<file path="src/rtl/piso_shift_ctrl_if.sv">
// Handshake, control and serial-output bundle between a word producer, the PISO sequencer
// and a bit-serial consumer.
interface piso_shift_ctrl_if #(
    parameter int N = 8
);
    localparam int CW = $clog2(N);

    logic          in_valid;
    logic          in_ready;
    logic [N-1:0]  din;
    logic          hold;
    logic          abort;
    logic          sout;
    logic          sout_valid;
    logic          busy;
    logic          done;
    logic [CW-1:0] bit_cnt;

    modport master (
        output in_valid, din, hold, abort,
        input  in_ready, sout, sout_valid, busy, done, bit_cnt
    );

    modport slave (
        input  in_valid, din, hold, abort,
        output in_ready, sout, sout_valid, busy, done, bit_cnt
    );
endinterface

</file>
<file path="src/rtl/piso_shift_ctrl.sv">
// Parallel-in serial-out sequencer: accepts a word on valid/ready, shifts it out one bit per
// cycle, honours a downstream hold and a synchronous abort, and pulses done after the last bit.
module piso_shift_ctrl #(
    parameter int N         = 8,
    parameter bit LSB_FIRST = 1'b0
) (
    input logic              clk,
    input logic              resetn,
    piso_shift_ctrl_if.slave bus
);
    localparam int            CW   = $clog2(N);
    localparam logic [CW-1:0] LAST = CW'(N - 1);

    typedef enum logic [1:0] {
        IDLE  = 2'd0,
        SHIFT = 2'd1,
        DONE  = 2'd2
    } state_t;

    state_t        state;
    state_t        next_state;
    logic [N-1:0]  shreg;
    logic [N-1:0]  shifted;
    logic [CW-1:0] cnt;
    logic          accept;
    logic          consume;
    logic          last_bit;

    // Abort outranks both accepting a new word and consuming a bit.
    assign accept   = (state == IDLE)  && bus.in_valid && !bus.abort;
    assign consume  = (state == SHIFT) && !bus.hold    && !bus.abort;
    assign last_bit = (cnt == LAST);
    assign shifted  = LSB_FIRST ? {1'b0, shreg[N-1:1]} : {shreg[N-2:0], 1'b0};

    always_ff @(posedge clk or negedge resetn) begin
        if (!resetn) begin
            state <= IDLE;
        end else begin
            state <= next_state;
        end
    end

    always_comb begin
        next_state = state;
        if (bus.abort) begin
            next_state = IDLE;
        end else begin
            case (state)
                IDLE:    if (bus.in_valid) next_state = SHIFT;
                SHIFT:   if (consume && last_bit) next_state = DONE;
                DONE:    next_state = IDLE;
                default: next_state = IDLE;
            endcase
        end
    end

    // The counter returns to zero on the final consume so it never wraps mid-word.
    always_ff @(posedge clk or negedge resetn) begin
        if (!resetn) begin
            shreg <= '0;
            cnt   <= '0;
        end else if (bus.abort) begin
            shreg <= '0;
            cnt   <= '0;
        end else if (accept) begin
            shreg <= bus.din;
            cnt   <= '0;
        end else if (consume) begin
            shreg <= shifted;
            cnt   <= last_bit ? '0 : cnt + CW'(1);
        end
    end

    always_comb begin
        bus.in_ready   = (state == IDLE);
        bus.sout_valid = (state == SHIFT);
        bus.busy       = (state == SHIFT) || (state == DONE);
        bus.done       = (state == DONE);
        bus.bit_cnt    = cnt;
        bus.sout       = 1'b0;
        if (state == SHIFT) begin
            bus.sout = LSB_FIRST ? shreg[0] : shreg[N-1];
        end
    end
endmodule

</file>
<file path="src/flat_wrapper.sv">
// flat-port wrapper written by rule: the top's interface ports become plain ports
module piso_shift_ctrl_flat 
#(
    parameter int N         = 8,
    parameter bit LSB_FIRST = 1'b0
)
  (clk, resetn, bus_in_valid, bus_din, bus_hold, bus_abort, bus_in_ready, bus_sout, bus_sout_valid, bus_busy, bus_done, bus_bit_cnt);
  piso_shift_ctrl_if #(.N(N)) bus_i ();
  input logic clk;
  input logic resetn;
  input wire logic [$bits(bus_i.in_valid)-1:0] bus_in_valid;
  input wire logic [$bits(bus_i.din)-1:0] bus_din;
  input wire logic [$bits(bus_i.hold)-1:0] bus_hold;
  input wire logic [$bits(bus_i.abort)-1:0] bus_abort;
  output wire logic [$bits(bus_i.in_ready)-1:0] bus_in_ready;
  output wire logic [$bits(bus_i.sout)-1:0] bus_sout;
  output wire logic [$bits(bus_i.sout_valid)-1:0] bus_sout_valid;
  output wire logic [$bits(bus_i.busy)-1:0] bus_busy;
  output wire logic [$bits(bus_i.done)-1:0] bus_done;
  output wire logic [$bits(bus_i.bit_cnt)-1:0] bus_bit_cnt;
  assign bus_i.in_valid = bus_in_valid;
  assign bus_i.din = bus_din;
  assign bus_i.hold = bus_hold;
  assign bus_i.abort = bus_abort;
  assign bus_in_ready = bus_i.in_ready;
  assign bus_sout = bus_i.sout;
  assign bus_sout_valid = bus_i.sout_valid;
  assign bus_busy = bus_i.busy;
  assign bus_done = bus_i.done;
  assign bus_bit_cnt = bus_i.bit_cnt;
  piso_shift_ctrl #(.N(N), .LSB_FIRST(LSB_FIRST)) u_core (.clk(clk), .resetn(resetn), .bus(bus_i));
endmodule
</file>
<file path="config.mk">
export PLATFORM = sky130hd
export DESIGN_NAME = piso_shift_ctrl_flat
export DESIGN_NICKNAME = d
export VERILOG_FILES = /design/src/rtl/piso_shift_ctrl_if.sv /design/src/rtl/piso_shift_ctrl.sv /design/src/flat_wrapper.sv
export SDC_FILE = /design/constraint.sdc
export NUM_CORES = 1
export LEC_CHECK = 0
export CORE_UTILIZATION = 45
export DETAILED_ROUTE_END_ITERATION = 6
export GPL_ROUTABILITY_DRIVEN = 0
export HOLD_SLACK_MARGIN = 0.05
export PLACE_DENSITY = 0.76
export SLEW_MARGIN = 0
export SYNTH_ARGS = -nofsm -noshare
export SYNTH_HDL_FRONTEND = slang
export SYNTH_SLANG_ARGS = --single-unit
</file>
<file path="constraint.sdc">
create_clock -name clk -period 1.6 [get_ports clk]
set_input_delay 0.32 -clock clk [delete_from_list [all_inputs] [get_ports clk]]
set_output_delay 0.32 -clock clk [all_outputs]
set_load 0.1 [all_outputs]
</file>
==> flow_summary_export.csv, run 1 <==
group,metric,value,unit
outcome,run_status,"complete, no violations",
synthesis,ys_warn_count,0,
global_routing,grt_max_degree,14,
floorplanning,design.die.area,1770,µm²
floorplanning,fp.dieH,42.1,µm
clock_tree,cts_root_buf,"clkbuf_4",
synthesis,synthTopCellsByCount,"13 x dfrtp_1, 10 x mux2i_1, 7 x o2bb2ai_1, 5 x ha_1",
setup_path,r2r_cells,6,
global_routing,antenna_found_initial,0,
global_routing,grt_usage,20.0,%
power,cellLeakagePower,0.534,nW
global_routing,overflow,0,
routing,met2_length,801,µm
placed_design,placed_cells,99,
floorplanning,core_area,1510,µm²
sta,rsz0062_at_grt,"true",
sta,min_period_over_period,98.1,%
routing,wirelength,1550,µm
routing,drt_iter0_drc,14,
synthesis,synth-seq-cells,13,
clock_tree,cts_buffers,3,
routing,drt_first_pass_iters,4,
finish,syn_to_final_growth,57.0,%
sta,hold_viol_final,0,
power,ir_drop,0.000873,V
sta,maxSlewViolCount,0,
routing,drc_errors,0,
synthesis,netlist_top_cells_area,"dfrtp_1 45%, mux2i_1 14%, ha_1 8.6%",
synthesis,yosysTopAreaCell,"dfrtp_1",
finish,final_layout_size_suffix_gt1_share,34.1,%
routing,wl_met1,697,µm
synthesis,ys_seq_area_share,44.9,%
clock_tree,h-tree-depth,1,
setup_path,path_max_fanout,3,
setup_path,critPathKind,"reg2out",
synthesis,ys_types,22,
sta,max_freq,637,MHz
clock_tree,clkTransAtPathRegs,90,ps
synthesis,syn-instance-count,61,
synthesis,synth.most_common_cell,"dfrtp_1",
clock_tree,clock_path_buffers,2,
placed_design,detailed_place_hpwl,1200,µm
finish,finalNonFillerCells,107,
finish,final_util,75.5,%
floorplanning,dieWidth,42.1,µm
sta,skew,2.61,ps
routing,route.top_layer_used,"met4",
routing,wire_per_inst,14.5,µm
sta,setup_viol_count_final,0,
routing,wl_met3,39,µm
floorplanning,rows,14,
finish,finish.net_count,110,
finish,n_antenna_cell,0,
setup_path,end_kind,"output port",
synthesis,syn_avg_cell_area,11.9,µm²
synthesis,syn_nets,79,
setup_path,rr_endpoint,"u_core.shreg[1]",
hold_path,worstHoldPathType,"in2async",
sta,slew_headroom,77.3,%
synthesis,syn_area,724,µm²
synthesis,ys_async_sr_fraction,100,%
setup_path,cp-start-kind,"flip-flop",
setup_path,reg2reg_from,"u_core.state[1]",
routing,ant_nets,0,
clock_tree,cts_tree,"yes",
floorplanning,start_util,48.1,%
placed_design,io_buffers,20,
floorplanning,ios,21,
routing,viasPerCell,5.30,
setup_path,rrSetupSlack,70,ps
global_routing,grt_pass1_vias,577,
synthesis,synth_flop_cell,"dfrtp_1",
clock_tree,numClockSinks,13,
clock_tree,holdBufCountCts,0,
flow_run,max-cap-violations,0,
routing,vias,567,
placed_design,placed_area,1080,µm²
sta,tightest_slew,341,ps
setup_path,cp.arrival,1250,ps
clock_tree,clkLatencyLatePin,280,ps
power,p_per_area,1280,nW/µm²
synthesis,synth_edf_count,0,
setup_path,cp.required,1280,ps
sta,period_minus_slack,1570,ps
global_routing,grt_pass1_wl,2590,µm
finish,stdcell_area,1140,µm²
sta,setup_tns,0,ps
synthesis,synth.top_cell.area_share,44.9,%
[cell type report]
class                   instances  area, µm²
fillers                       104        369
flip-flops and latches         13        334
repair buffers                 28        353
well taps                      16       20.0
clock buffers                   4       26.3
inverters                       5       18.8
multi-input cells              41        385
[registers in the layout (all words and copies together), names as in the netlist]
name	flops
u_core.bus.bit_cnt	3
u_core.shreg	8
u_core.state	2
[per-stage QoR]
stage / hold slack [ps] / power [mW] / worst slack [ps]
2_1_floorplan: 24.4 / 0.979 / -44.6
3_3_place_gp: 470 / 1.20 / 15.2
3_5_place_dp: 478 / 1.21 / -79.0
4_1_cts: 336 / 1.46 / 21.2
5_1_grt: 347 / 1.51 / -3.76
6_report: 332 / 1.45 / 30.4
[power breakdown]
group          switching (mW)  internal (mW)  total [mW]
clock network           0.115         0.0967       0.212
logic                   0.489          0.350       0.839
registers              0.0327          0.371       0.404
[cells in the final DEF, fill, tap and decap left out]
| cell type | n |
|---|---|
| dfrtp_2 | 1 |
| nand2b_1 | 1 |
| clkbuf_1 | 1 |
| nor2_1 | 4 |
| a21boi_1 | 1 |
| inv_1 | 2 |
| inv_2 | 3 |
| buf_12 | 9 |
| mux2i_1 | 10 |
| and2b_1 | 1 |
| nand3b_1 | 1 |
| o22ai_1 | 2 |
| o2bb2ai_1 | 7 |
| ha_1 | 3 |
| nor2_4 | 1 |
| clkbuf_4 | 3 |
| ha_4 | 2 |
| nor2b_1 | 1 |
| buf_4 | 7 |
| dfrtp_1 | 10 |
| dfrtp_4 | 2 |
| o21bai_4 | 1 |
| a21oi_1 | 1 |
| clkdlybuf4s50_1 | 12 |
| a22o_1 | 1 |
| a211oi_1 | 1 |
| o21ai_0 | 1 |
| and2_4 | 1 |
| a21o_2 | 1 |
[logic make-up (layout without fill, tap and decap cells)]
logic type,count (synthesis),after routing,synth area share (%)
AOI/OAI and AO/OA,16,16,18.7
muxes,10,10,13.8
and+or+nand+nor,10,10,8.29
DFF,13,13,44.9
adders and majority gates,5,5,8.64
buffers and inverters,7,37,5.70
[what timing repair did]
action / CTS / global route
gates resized for setup: 1 / 1
hold endpoints to repair: 0 / 0
setup buffers: 4 / 0
setup endpoints to repair: 1 / 4
[critical path, cell delays in order (launching register included)]
cell and delay [ps]:
dfrtp_1 400, inv_2 110, ha_4 150, and2_4 140
buf_12 160
[metal layers]
| metal | global-route usage (%) | vias up |
|---|---|---|
| met5 | 0 | - |
| met4 | 7.50 | 0 |
| met3 | 3.88 | 2 |
| met2 | 35.3 | 12 |
| met1 | 24.1 | 272 |
| li1 | - | 281 |
[worst max-delay path by stage]
stage	from	end	slack (ps)
after global routing	u_core.state[1]	bus_sout	-4
after CTS	u_core.state[0]	bus_done	20
after detailed placement	bus_abort	u_core.shreg[1]	-80
after floorplan	u_core.state[0]	bus_done	-40
after global placement	bus_abort	u_core.shreg[1]	20
final	u_core.state[1]	bus_sout	30
Note: power is estimated with default switching activity, not from simulation.
==> run 2: changes to the inputs <==
SETUP_SLACK_MARGIN = 0.2   (was default)
SLEW_MARGIN = default   (was 0)
==> run 2 against run 1 <==
  * Critical path type unchanged
  * Sequential power about the same
  * Count of clock-buffer cells in the layout unchanged
  * Clock power down 4%
  * Critical path depth unchanged
  * Maximum frequency down 0.80%
  * Critical endpoint is now bus_busy
  * Highest routed layer unchanged
==> flow_summary_export.csv, run 2 (synthesized netlist as in run 1, its figures left out) <==
group,metric,value,unit
finish,layout_common_cells,"12 x clkdlybuf4s50_1, 10 x mux2i_1, 10 x buf_12, 10 x dfrtp_1, 9 x buf_4",
setup_path,cp.arrival,1260,ps
global_routing,met2_usage,35.6,%
sta,skew,6.07,ps
sta,rsz0062_at_grt,"true",
floorplanning,dieWidth,42.1,µm
floorplanning,start_util,48.1,%
finish,fillers,82,
routing,ant_nets,0,
setup_path,end_kind,"output port",
setup_path,cp-start-kind,"flip-flop",
finish,syn_to_final_growth,72.5,%
clock_tree,clock_path_buffers,2,
global_routing,grt_pass1_wl,2630,µm
sta,slew_headroom,86.6,%
finish,final-seq-area,334,µm²
global_routing,use_met1,23.1,%
setup_path,cp.required,1280,ps
placed_design,placed_cells,100,
flow_run,max-cap-violations,0,
setup_path,r2r_cells,7,
setup_path,rr_endpoint,"u_core.shreg[5]",
clock_tree,clkTransAtPathRegs,80,ps
clock_tree,cts_root_buf,"clkbuf_4",
clock_tree,clkLatencyLatePin,280,ps
sta,period_minus_slack,1580,ps
setup_path,path_max_fanout,3,
sta,hold_viol_final,0,
setup_path,cp_cell_sequence,"inv_2 > buf_12 > ha_4 > buf_12",
setup_path,crit_family,"flip-flops",
routing,wirelength,1740,µm
setup_path,rrSetupSlack,160,ps
sta,max_freq,632,MHz
floorplanning,rows,14,
finish,final_layout_size_suffix_gt1_share,44.2,%
power,p_per_area,1240,nW/µm²
finish,finalNonFillerCells,111,
routing,wire_per_inst,15.7,µm
routing,vias,594,
setup_path,startpoint,"u_core.state[1]",
placed_design,detailed_place_hpwl,1160,µm
sta,tightest_slew,196,ps
clock_tree,numClockSinks,13,
floorplanning,core_area,1510,µm²
setup_path,critPathMaxStageDelay,360,ps
routing,drt_first_pass_iters,3,
finish,multi_input_area,452,µm²
global_routing,grt_usage,20.5,%
outcome,run_status,"complete, no violations",
global_routing,grt_pass1_vias,582,
clock_tree,cts_tree,"yes",
setup_path,crit_end,"bus_busy",
finish,n_antenna_cell,0,
finish,largest_reg_flops,8,
finish,final_common_cell,"clkdlybuf4s50_1",
setup_path,crit_path_top_delay_cell,"dfrtp_1",
power,cellLeakagePower,0.558,nW
setup_path,crit_path_frequent_cell,"buf_12",
sta,maxSlewViolCount,0,
floorplanning,fp.dieH,42.1,µm
clock_tree,cts_buffers,3,
finish,largest-register,"u_core.shreg",
setup_path,cp.depth,4,
routing,drc_errors,0,
hold_path,worstHoldPathType,"in2async",
setup_path,cp_num_buf_inv,3,
global_routing,antenna_found_initial,0,
floorplanning,design.die.area,1770,µm²
global_routing,top_usage_layer,"met2",
global_routing,grt_max_degree,14,
global_routing,overflow,0,
setup_path,reg2reg_from,"u_core.state[1]",
placed_design,io_buffers,20,
sta,min_period_over_period,98.9,%
finish,final_util,83.0,%
routing,drt_iter0_drc,8,
floorplanning,ios,21,
power,ir_drop,0.00149,V
routing,viasPerCell,5.35,
setup_path,critPathKind,"reg2out",
finish,finish.net_count,114,
global_routing,use_met3,5.17,%
sta,setup_viol_count_final,0,
clock_tree,h-tree-depth,1,
[run 2: cell type report]
cell class	instances	area share, %
multi-input combinational	41	36.1
inverter	5	1.50
clock buffer	4	2.10
sequential	13	26.7
timing repair buffer	32	31.9
tap	16	1.60
[run 2: routing by layer]
metal  wire (µm)  up-vias
li1            -      284
met1         703      290
met5           0        -
met3          49        7
met4          68        0
met2         922       13
[run 2: worst min-delay path by stage]
stage / endpoint / cells after the start
final: u_core.shreg[3] / 2
after global routing: u_core.shreg[0] / 2
after CTS: u_core.shreg[0] / 2
after detailed placement: u_core.shreg[4] / 1
after global placement: u_core.shreg[6] / 1
after floorplan: u_core.bus.bit_cnt[2] / 0
[run 2: timing repair]
| item | CTS | global route |
|---|---|---|
| hold buffers | 0 | 0 |
| gates resized for setup | 4 | 2 |
| pin swaps | 4 | 0 |
| endpoints found under the setup margin | 16 | 14 |
| buffers inserted | 5 | 2 |
[run 2: per-stage QoR]
step                      TNS [ps]  power, mW  hold slack, ps  setup WS, ps  instance area [µm²]
after global placement           0       1.21             471          23.4                 1130
final                            0       1.54             330          17.7                 1250
after detailed placement         0       1.23             477        0.0339                 1130
after global routing         -33.1       1.61             334         -28.0                 1250
after floorplan                  0      0.993            24.4          48.6                  802
after CTS                        0       1.51             340          16.1                 1220
[run 2: power breakdown]
group,internal [mW],switching (mW)
registers,0.371,0.0349
clock network,0.0969,0.107
logic,0.409,0.525
total,0.877,0.667
==> run 3: changes to the inputs <==
CTS_CLUSTER_SIZE = 20   (was default)
==> results of run 3 <==
The final DEF is identical to that of run 2; final timing and power are the same.
